<file path="src/rtl/rr_mux_4_1_sched.sv">
// Round-robin 4:1 scheduler with registered winner data and select.
// Optional burst lock keeps the grant on one channel for up to BURST beats.
module rr_mux_4_1_sched #(
    parameter int W     = 4,
    parameter int BURST = 1
) (
    input  logic           clk,
    input  logic           rst,
    input  logic [3:0]     in_valid,
    input  logic [4*W-1:0] in_data,
    output logic [3:0]     in_ready,
    output logic           out_valid,
    input  logic           out_ready,
    output logic [W-1:0]   out_data,
    output logic [1:0]     out_sel
);

    logic [1:0]   ptr;
    logic         locked;
    logic [1:0]   lock_ch;
    logic [3:0]   beat_cnt;

    logic         load;
    logic         lock_hit;
    logic [1:0]   start;
    logic [1:0]   gnt;
    logic         gnt_ok;
    logic [1:0]   idx;
    logic [W-1:0] gnt_data;
    logic         burst_end;

    assign load      = !out_valid || out_ready;
    assign lock_hit  = locked && in_valid[lock_ch];
    assign burst_end = ({1'b0, beat_cnt} + 5'd1) == 5'(BURST);

    // A lock whose owner went idle hands the scan to the next channel.
    always_comb begin
        start  = (locked && !in_valid[lock_ch]) ? lock_ch + 2'd1 : ptr;
        gnt    = start;
        gnt_ok = 1'b0;
        idx    = start;
        if (lock_hit) begin
            gnt    = lock_ch;
            gnt_ok = 1'b1;
        end else begin
            for (int k = 3; k >= 0; k--) begin
                idx = start + 2'(k);
                if (in_valid[idx]) begin
                    gnt    = idx;
                    gnt_ok = 1'b1;
                end
            end
        end
    end

    always_comb begin
        gnt_data = in_data[int'(gnt)*W +: W];
        in_ready = 4'b0000;
        if (load && gnt_ok && !rst)
            in_ready = 4'b0001 << gnt;
    end

    always_ff @(posedge clk) begin
        if (rst) begin
            out_valid <= 1'b0;
            out_data  <= '0;
            out_sel   <= 2'd0;
            ptr       <= 2'd0;
            locked    <= 1'b0;
            lock_ch   <= 2'd0;
            beat_cnt  <= 4'd0;
        end else if (load) begin
            out_valid <= gnt_ok;
            if (gnt_ok) begin
                out_data <= gnt_data;
                out_sel  <= gnt;
            end
            if (lock_hit) begin
                if (burst_end) begin
                    locked   <= 1'b0;
                    beat_cnt <= 4'd0;
                    ptr      <= lock_ch + 2'd1;
                end else begin
                    beat_cnt <= beat_cnt + 4'd1;
                end
            end else begin
                locked   <= 1'b0;
                beat_cnt <= 4'd0;
                if (gnt_ok) begin
                    if (BURST == 1) begin
                        ptr <= gnt + 2'd1;
                    end else begin
                        locked   <= 1'b1;
                        lock_ch  <= gnt;
                        beat_cnt <= 4'd1;
                    end
                end else if (locked) begin
                    ptr <= lock_ch + 2'd1;
                end
            end
        end
    end

endmodule

</file>
<file path="config.mk">
export PLATFORM = sky130hd
export DESIGN_NAME = rr_mux_4_1_sched
export DESIGN_NICKNAME = d
export VERILOG_FILES = /design/src/rtl/rr_mux_4_1_sched.sv
export SDC_FILE = /design/constraint.sdc
export NUM_CORES = 1
export LEC_CHECK = 0
export CAP_MARGIN = 20
export CORE_AREA = 2 2 39 41
export DETAILED_ROUTE_END_ITERATION = 16
export DIE_AREA = 0 0 41 43
export DONT_BUFFER_PORTS = 1
export PLACE_DENSITY_LB_ADDON = 0.1
export SETUP_SLACK_MARGIN = 0.5
export SYNTH_ARGS = -nofsm -noshare
export SYNTH_HDL_FRONTEND = slang
export SYNTH_SLANG_ARGS = --single-unit
</file>
<file path="constraint.sdc">
create_clock -name clk -period 2.66 [get_ports clk]
set_clock_uncertainty 0.2 [all_clocks]
set_input_delay 0.665 -clock clk [delete_from_list [all_inputs] [get_ports clk]]
set_output_delay 0.665 -clock clk [all_outputs]
set_load 0.05 [all_outputs]
</file>
==> results of run 1 <==
==> report_power, final <==
part	switching [mW]	leakage (nW)	internal (mW)
Sequential	0.0681	0.0749	0.157
Combinational	0.101	0.214	0.0980
Clock	0.0496	0.0150	0.0579
==> cell usage after synthesis <==
master and n:
nand2_2 1, nand2b_1 2, o211ai_1 1, nor2_1 8, clkbuf_1 2, o21ai_0 2, nand3b_1 4, or4_4 1
buf_8 1, and2b_1 1, dfxtp_1 9, nand2_1 2, and2_1 2, ha_1 1, mux2i_1 8, or2_2 1
and3b_1 1, a31oi_1 1, nor3_1 1, o221ai_1 4, o41ai_1 1, and2b_2 2, inv_1 2, o31ai_1 1
a21oi_1 7
==> worst max path at each step <==
stage                      startpoint          end  slack (ns)  cells past startpoint
final                     in_valid[0]  in_ready[2]       -0.02                      5
after floorplan           in_valid[0]  in_ready[2]       -0.16                      6
after detailed placement  in_valid[0]  in_ready[2]       -0.03                      5
after global placement    in_valid[0]  in_ready[2]       -0.02                      5
after global routing      in_valid[0]  in_ready[2]       -0.05                      5
after CTS                 in_valid[0]  in_ready[2]       -0.03                      5
==> sequential cells by signal, indices dropped and copies added, names as in the netlist <==
name and cells:
out_sel 2, ptr 2, out_valid 1, out_data 4
==> final cells by class <==
class | instances | area, um2 | share of cell area
multi-input combinational | 52 | 412 | 0.552
sequential | 9 | 181 | 0.243
timing repair buffer | 10 | 98.8 | 0.133
clock buffer | 4 | 26.3 | 0.0352
tap | 16 | 20.0 | 0.0268
inverter | 2 | 7.51 | 0.0101
==> cell families after synthesis <==
group	Yosys count	share of synthesized area
simple gates	26	0.273
flops	9	0.317
fa+ha+maj	1	0.0220
compound gates	17	0.194
buf+inv	5	0.0529
mux	8	0.141
==> critical path, delay by kind of cell <==
kind / cells / cell delay, ns
adder cells (fa/ha/maj): 1 / 0.11
AND/OR/NAND/NOR: 4 / 1.04
==> routing by layer <==
metal  GRT usage  wire length [um]  vias to the layer above
met5           0                 0                        -
li1            -                 -                      265
met4       0.100                25                        0
met3      0.0576               127                        4
met2       0.278               592                       22
met1       0.220               596                      239
==> repair_timing <==
item	CTS	global route
gates resized for setup	3	1
gates cloned	0	0
hold endpoints to repair	0	0
endpoints found under the setup margin	6	8
buffers inserted	1	0
pin swaps	3	0
==> metrics by stage <==
| step | hold WS (ns) | cells |
|---|---|---|
| 2_1_floorplan | 0.326 | 66 |
| 3_3_place_gp | 0.331 | 88 |
| 3_5_place_dp | 0.337 | 88 |
| 4_1_cts | 0.264 | 93 |
| 5_1_grt | 0.259 | 93 |
| 6_report | 0.263 | 93 |
==> cell usage in the layout (no fill, tap or decap), types with 2 or more instances in the layout <==
cell type | synthesis | routed
mux2i_1 | 8 | 8
o221ai_1 | 4 | 4
and2b_2 | 2 | 2
dfxtp_1 | 9 | 8
nand2_1 | 2 | 2
nor2_4 | 0 | 2
clkbuf_4 | 0 | 3
nor2_1 | 8 | 6
buf_4 | 0 | 6
buf_6 | 0 | 3
inv_1 | 2 | 2
nand3b_1 | 4 | 4
a21oi_1 | 7 | 6
==> summary.md, run 1 <==
| Metric | Value |
|---|---|
| Status | finished with violations |
| Failing checks | negative setup slack |
| CP Launch Type | primary input |
| Worst r2r dst | out_data[1] |
| Setup TNS | -0.0236 ns |
| Num rows | 14 |
| Clk buf depth | 2 |
| Initial antenna violation count | 0 |
| Worst Hold End | out_sel[0] |
| Fillers | 130 |
| Clock transition at path regs | 0.06 ns |
| Achievable Freq | 0.373 GHz |
| Post-Syn Area | 568 um2 |
| Crit path DAT | 1.82 ns |
| Minimum clock period | 2.68 ns |
| H-tree levels | 1 |
| Die area | 1760 um2 |
| Worst path slowest cell | or4_4 |
| Largest net degree at the start of global routing | 12 |
| Final setup violation count | 1 |
| Worst Hold Class | primary input to flop |
| Number of nets in the layout | 102 |
| Synth Area per Inst | 8.61 um2 |
| Number of max-cap violations | 0 |
| Final Cycle Share | 1.01 |
| Initial Util | 0.410 |
| Final wirelength | 1340 um |
| Ranking of synthesized cells by area | dfxtp_1 (32%), mux2i_1 (14%), a21oi_1 (6.2%) |
| CTS Root Buffer Type | clkbuf_4 |
| Total number of vias | 530 |
| RSZ-0062 raised after global routing | true |
| Power Dens Cells | 713 nW/um2 |
| Ys Warns | 0 |
| TritonCTS clock tree | yes |
| WP data required | 1.79 ns |
| Crit Path Max Fanout | 6 |
| Critical Setup Path Class | primary input to output port |
| Max-slew violation count | 0 |
| Gr usage total | 0.184 |
| Total power | 0.531 mW |
| IO Pins | 34 |
| Worst setup EP type | output port |
| Post-route cell area | 746 um2 |
| DR WL/cell | 14.4 um |
| Worst slew pin tran | 0.522 ns |
| Synth top area share | 0.317 |
| Share of cells above drive strength 1 | 0.338 |
| Area leader, netlist | dfxtp_1 |
| Fin util | 0.539 |
| Worst Reg-to-Reg Cells | 8 |
| First-pass GRT wire length | 2170 um |
| Slew HR | 0.651 |
| RD Place Congestion | 0.692 |
| GR Overflow Total | 0 |
| Max incr delay on CP | 0.55 ns |
| Vias per cell | 5.70 |
| DIE WIDTH | 41 um |
| Leakage | 0.304 nW |
| Sequential area share after synthesis | 0.317 |
| Hold Violations, Final | 0 |
| PortBufs | 0 |
| Core Region | 1380 um2 |
| Placed inst area | 699 um2 |
| Place WS | -0.0296 ns |
| Worst path cell trace | and2b_2 > or4_4 > nand2_4 > ha_4 > and2_4 |
| R2r setup slk | 0.50 ns |
| Syn Nets | 90 |
| Reg2Reg Launch Point | ptr[0] |
| Cells after synthesis | 66 |
| Hold path startpoint | rst |
| Maximum VDD drop | 0.357 mV |
| Router iterations before antenna repair | 4 |
| DRC Markers | 0 |
| Vias in the first global route | 523 |
| Die height | 43 um |
| Hold path depth | 1 |
| DRT iter0 DRCs | 5 |
| CTS hold repair buffers | 0 |
| Post-DP HPWL | 1050 um |
| Yosys cell types | 25 |
| FF+latch count, synth | 9 |
| CTS Sinks | 9 |
| Diodes inserted | 0 |
| Setup ws final | -0.0236 ns |
| Synth-to-layout area growth | 31.3% |
| ANT nets after route | 0 |
| Worst skew pair latency | 0.26 ns |
| TritonCTS buffer count | 3 |
Note: power is estimated with default switching activity, not from simulation.
==> inputs of run 2 (changes only) <==
Clock period 2.66 ns to 3.3 ns, I/O delays scaled along.
==> run 2 against run 1 <==
The flow now finishes without violations. Power down 19%. Largest cell class unchanged. Highest routed layer unchanged. Via count unchanged. Final area down 2.5%. Worst hold slack better by 0.11 ns.
==> summary.md, run 2 (synthesis results as in run 1) <==
| Metric | Value |
|---|---|
| Diodes inserted | 0 (unchanged) |
| Share of cells above drive strength 1 | 0.342 (was 0.338) |
| Minimum clock period | 3.03 ns |
| Worst slew pin tran | 0.509 ns (was 0.522 ns) |
| Place WS | 0.270 ns (was -0.0296 ns) |
| PortBufs | 0 (unchanged) |
| Post-DP HPWL | 1000 um (was 1050 um) |
| Total number of vias | 530 (unchanged) |
| Largest net degree at the start of global routing | 12 (unchanged) |
| H-tree levels | 1 (unchanged) |
| Hold path startpoint | ptr[1] (was rst) |
| WP data required | 2.27 ns (was 1.79 ns) |
| Number of max-cap violations | 0 (unchanged) |
| Setup TNS | 0 ns (was -0.0236 ns) |
| Max FFs per register | 4 (unchanged) |
| Maximum VDD drop | 0.275 mV (was 0.357 mV) |
| DRT iter0 DRCs | 6 (was 5) |
| Final Cycle Share | 0.919 |
| Clk buf depth | 2 (unchanged) |
| Router iterations before antenna repair | 2 (was 4) |
| FF/Latch Area | 180 um2 (was 181 um2) |
| Reg2Reg Launch Point | ptr[0] (unchanged) |
| GR Overflow Total | 0 (unchanged) |
| DIE WIDTH | 41 um (unchanged) |
| Commonest cells after routing, fill and taps aside | dfxtp_1 (9), mux2i_1 (8), buf_4 (7), a21oi_1 (6), nor2_1 (6) (was mux2i_1 (8), dfxtp_1 (8), a21oi_1 (6), nor2_1 (6), buf_4 (6)) |
| RD Place Congestion | 0.663 (was 0.692) |
| IO Pins | 34 (unchanged) |
| Slew HR | 0.660 (was 0.651) |
| Post-route cell area | 727 um2 (was 746 um2) |
| CP Launch Type | primary input (unchanged) |
| Setup ws final | 0.266 ns (was -0.0236 ns) |
| Vias per cell | 5.76 (was 5.70) |
| Status | completed (was finished with violations) |
| Final wirelength | 1380 um (was 1340 um) |
| Clock transition at path regs | 0.06 ns (about the same) |
| Power Dens Cells | 590 nW/um2 (was 713 nW/um2) |
| Fin util | 0.525 (was 0.539) |
| RSZ-0062 raised after global routing | true (unchanged) |
| Core Region | 1380 um2 (unchanged) |
| Placed insts | 84 (was 88) |
| Die area | 1760 um2 (unchanged) |
| TritonCTS buffer count | 3 (unchanged) |
| Num rows | 14 (unchanged) |
| DRC Markers | 0 (unchanged) |
| TritonCTS clock tree | yes (unchanged) |
| Leakage | 0.295 nW (was 0.304 nW) |
| CTS Sinks | 9 (unchanged) |
| ANT nets after route | 0 (unchanged) |
| Cell Count, Final, Fillers Out | 92 (was 93) |
| Worst r2r dst | out_data[3] (was out_data[1]) |
| Multi-input logic area | 418 um2 (was 412 um2) |
| Commonest non-fill, non-tap cell in the layout | dfxtp_1 |
| Crit Path Max Fanout | 6 (unchanged) |
| Placed inst area | 657 um2 (was 699 um2) |
| Gr usage total | 0.184 (about the same) |
| Worst Hold Class | flop to flop (was primary input to flop) |
| Worst skew pair latency | 0.27 ns (was 0.26 ns) |
| Number of nets in the layout | 101 (was 102) |
| Crit path DAT | 2.01 ns (was 1.82 ns) |
| Hold path depth | 2 (was 1) |
| Initial Util | 0.410 (unchanged) |
| CTS hold repair buffers | 0 (unchanged) |
| Largest Register | out_data (unchanged) |
| CTS Root Buffer Type | clkbuf_4 (unchanged) |
| First-pass GRT wire length | 2180 um (was 2170 um) |
| Vias in the first global route | 524 (was 523) |
| DR WL/cell | 15.0 um (was 14.4 um) |
| Critical Setup Path Class | primary input to output port (unchanged) |
| Final setup violation count | 0 (was 1) |
| R2r setup slk | 1.11 ns (was 0.50 ns) |
| Hold Slack | 0.376 ns (was 0.263 ns) |
| Max-slew violation count | 0 (unchanged) |
| Synth-to-layout area growth | 28.0% (was 31.3%) |
| Fillers | 135 (was 130) |
| Die height | 43 um (unchanged) |
| Total power | 0.429 mW (was 0.531 mW) |
| Worst Reg-to-Reg Cells | 8 (unchanged) |
| Worst Hold End | ptr[1] (was out_sel[0]) |
| Largest regs | out_data: 4 flops, out_sel: 2 flops, ptr: 2 flops (unchanged) |
| Initial antenna violation count | 0 (unchanged) |
| Hold Violations, Final | 0 (unchanged) |
| Worst setup EP type | output port (unchanged) |
| Achievable Freq | 0.330 GHz |
run 2: report_power, final:
group / switching, mW / total [mW] / internal, mW
combinational: 0.0795 / 0.154 / 0.0748
clock: 0.0441 / 0.0910 / 0.0469
sequential: 0.0576 / 0.184 / 0.126
run 2: timing repair:
action	in CTS	in global routing
pin swaps	1	3
gates resized for setup	3	1
hold endpoints to repair	0	0
setup endpoints to repair	4	4
buffers inserted	2	2
run 2: layout make-up:
class                           count  area share
Timing Repair Buffer                9       0.103
Sequential cell                     9       0.248
Tap cell                           16      0.0275
Multi-Input combinational cell     52       0.575
Inverter                            2      0.0103
Clock buffer                        4      0.0361
run 2: metal layers:
metal | global-route usage | vias to the layer above | routed length [um]
li1 | - | 264 | -
met1 | 0.228 | 242 | 535
met2 | 0.272 | 19 | 669
met3 | 0.0419 | 5 | 131
met4 | 0.120 | 0 | 40
met5 | 0 | - | 0
run 2: worst max-delay path, stage by stage:
cell     delay, ns
and2b_2       0.18
or4_4         0.55
nand2_4       0.10
ha_4          0.12
and2_4        0.22
run 2: worst max-delay path by stage:
stage / to / start / cells past startpoint / slack, ns
after floorplan: in_ready[2] / in_valid[0] / 6 / 0.16
after global placement: in_ready[2] / in_valid[0] / 5 / 0.29
after detailed placement: in_ready[2] / in_valid[0] / 5 / 0.27
after CTS: in_ready[2] / in_valid[0] / 5 / 0.27
after global routing: in_ready[2] / in_valid[0] / 5 / 0.24
final: in_ready[2] / in_valid[0] / 5 / 0.27
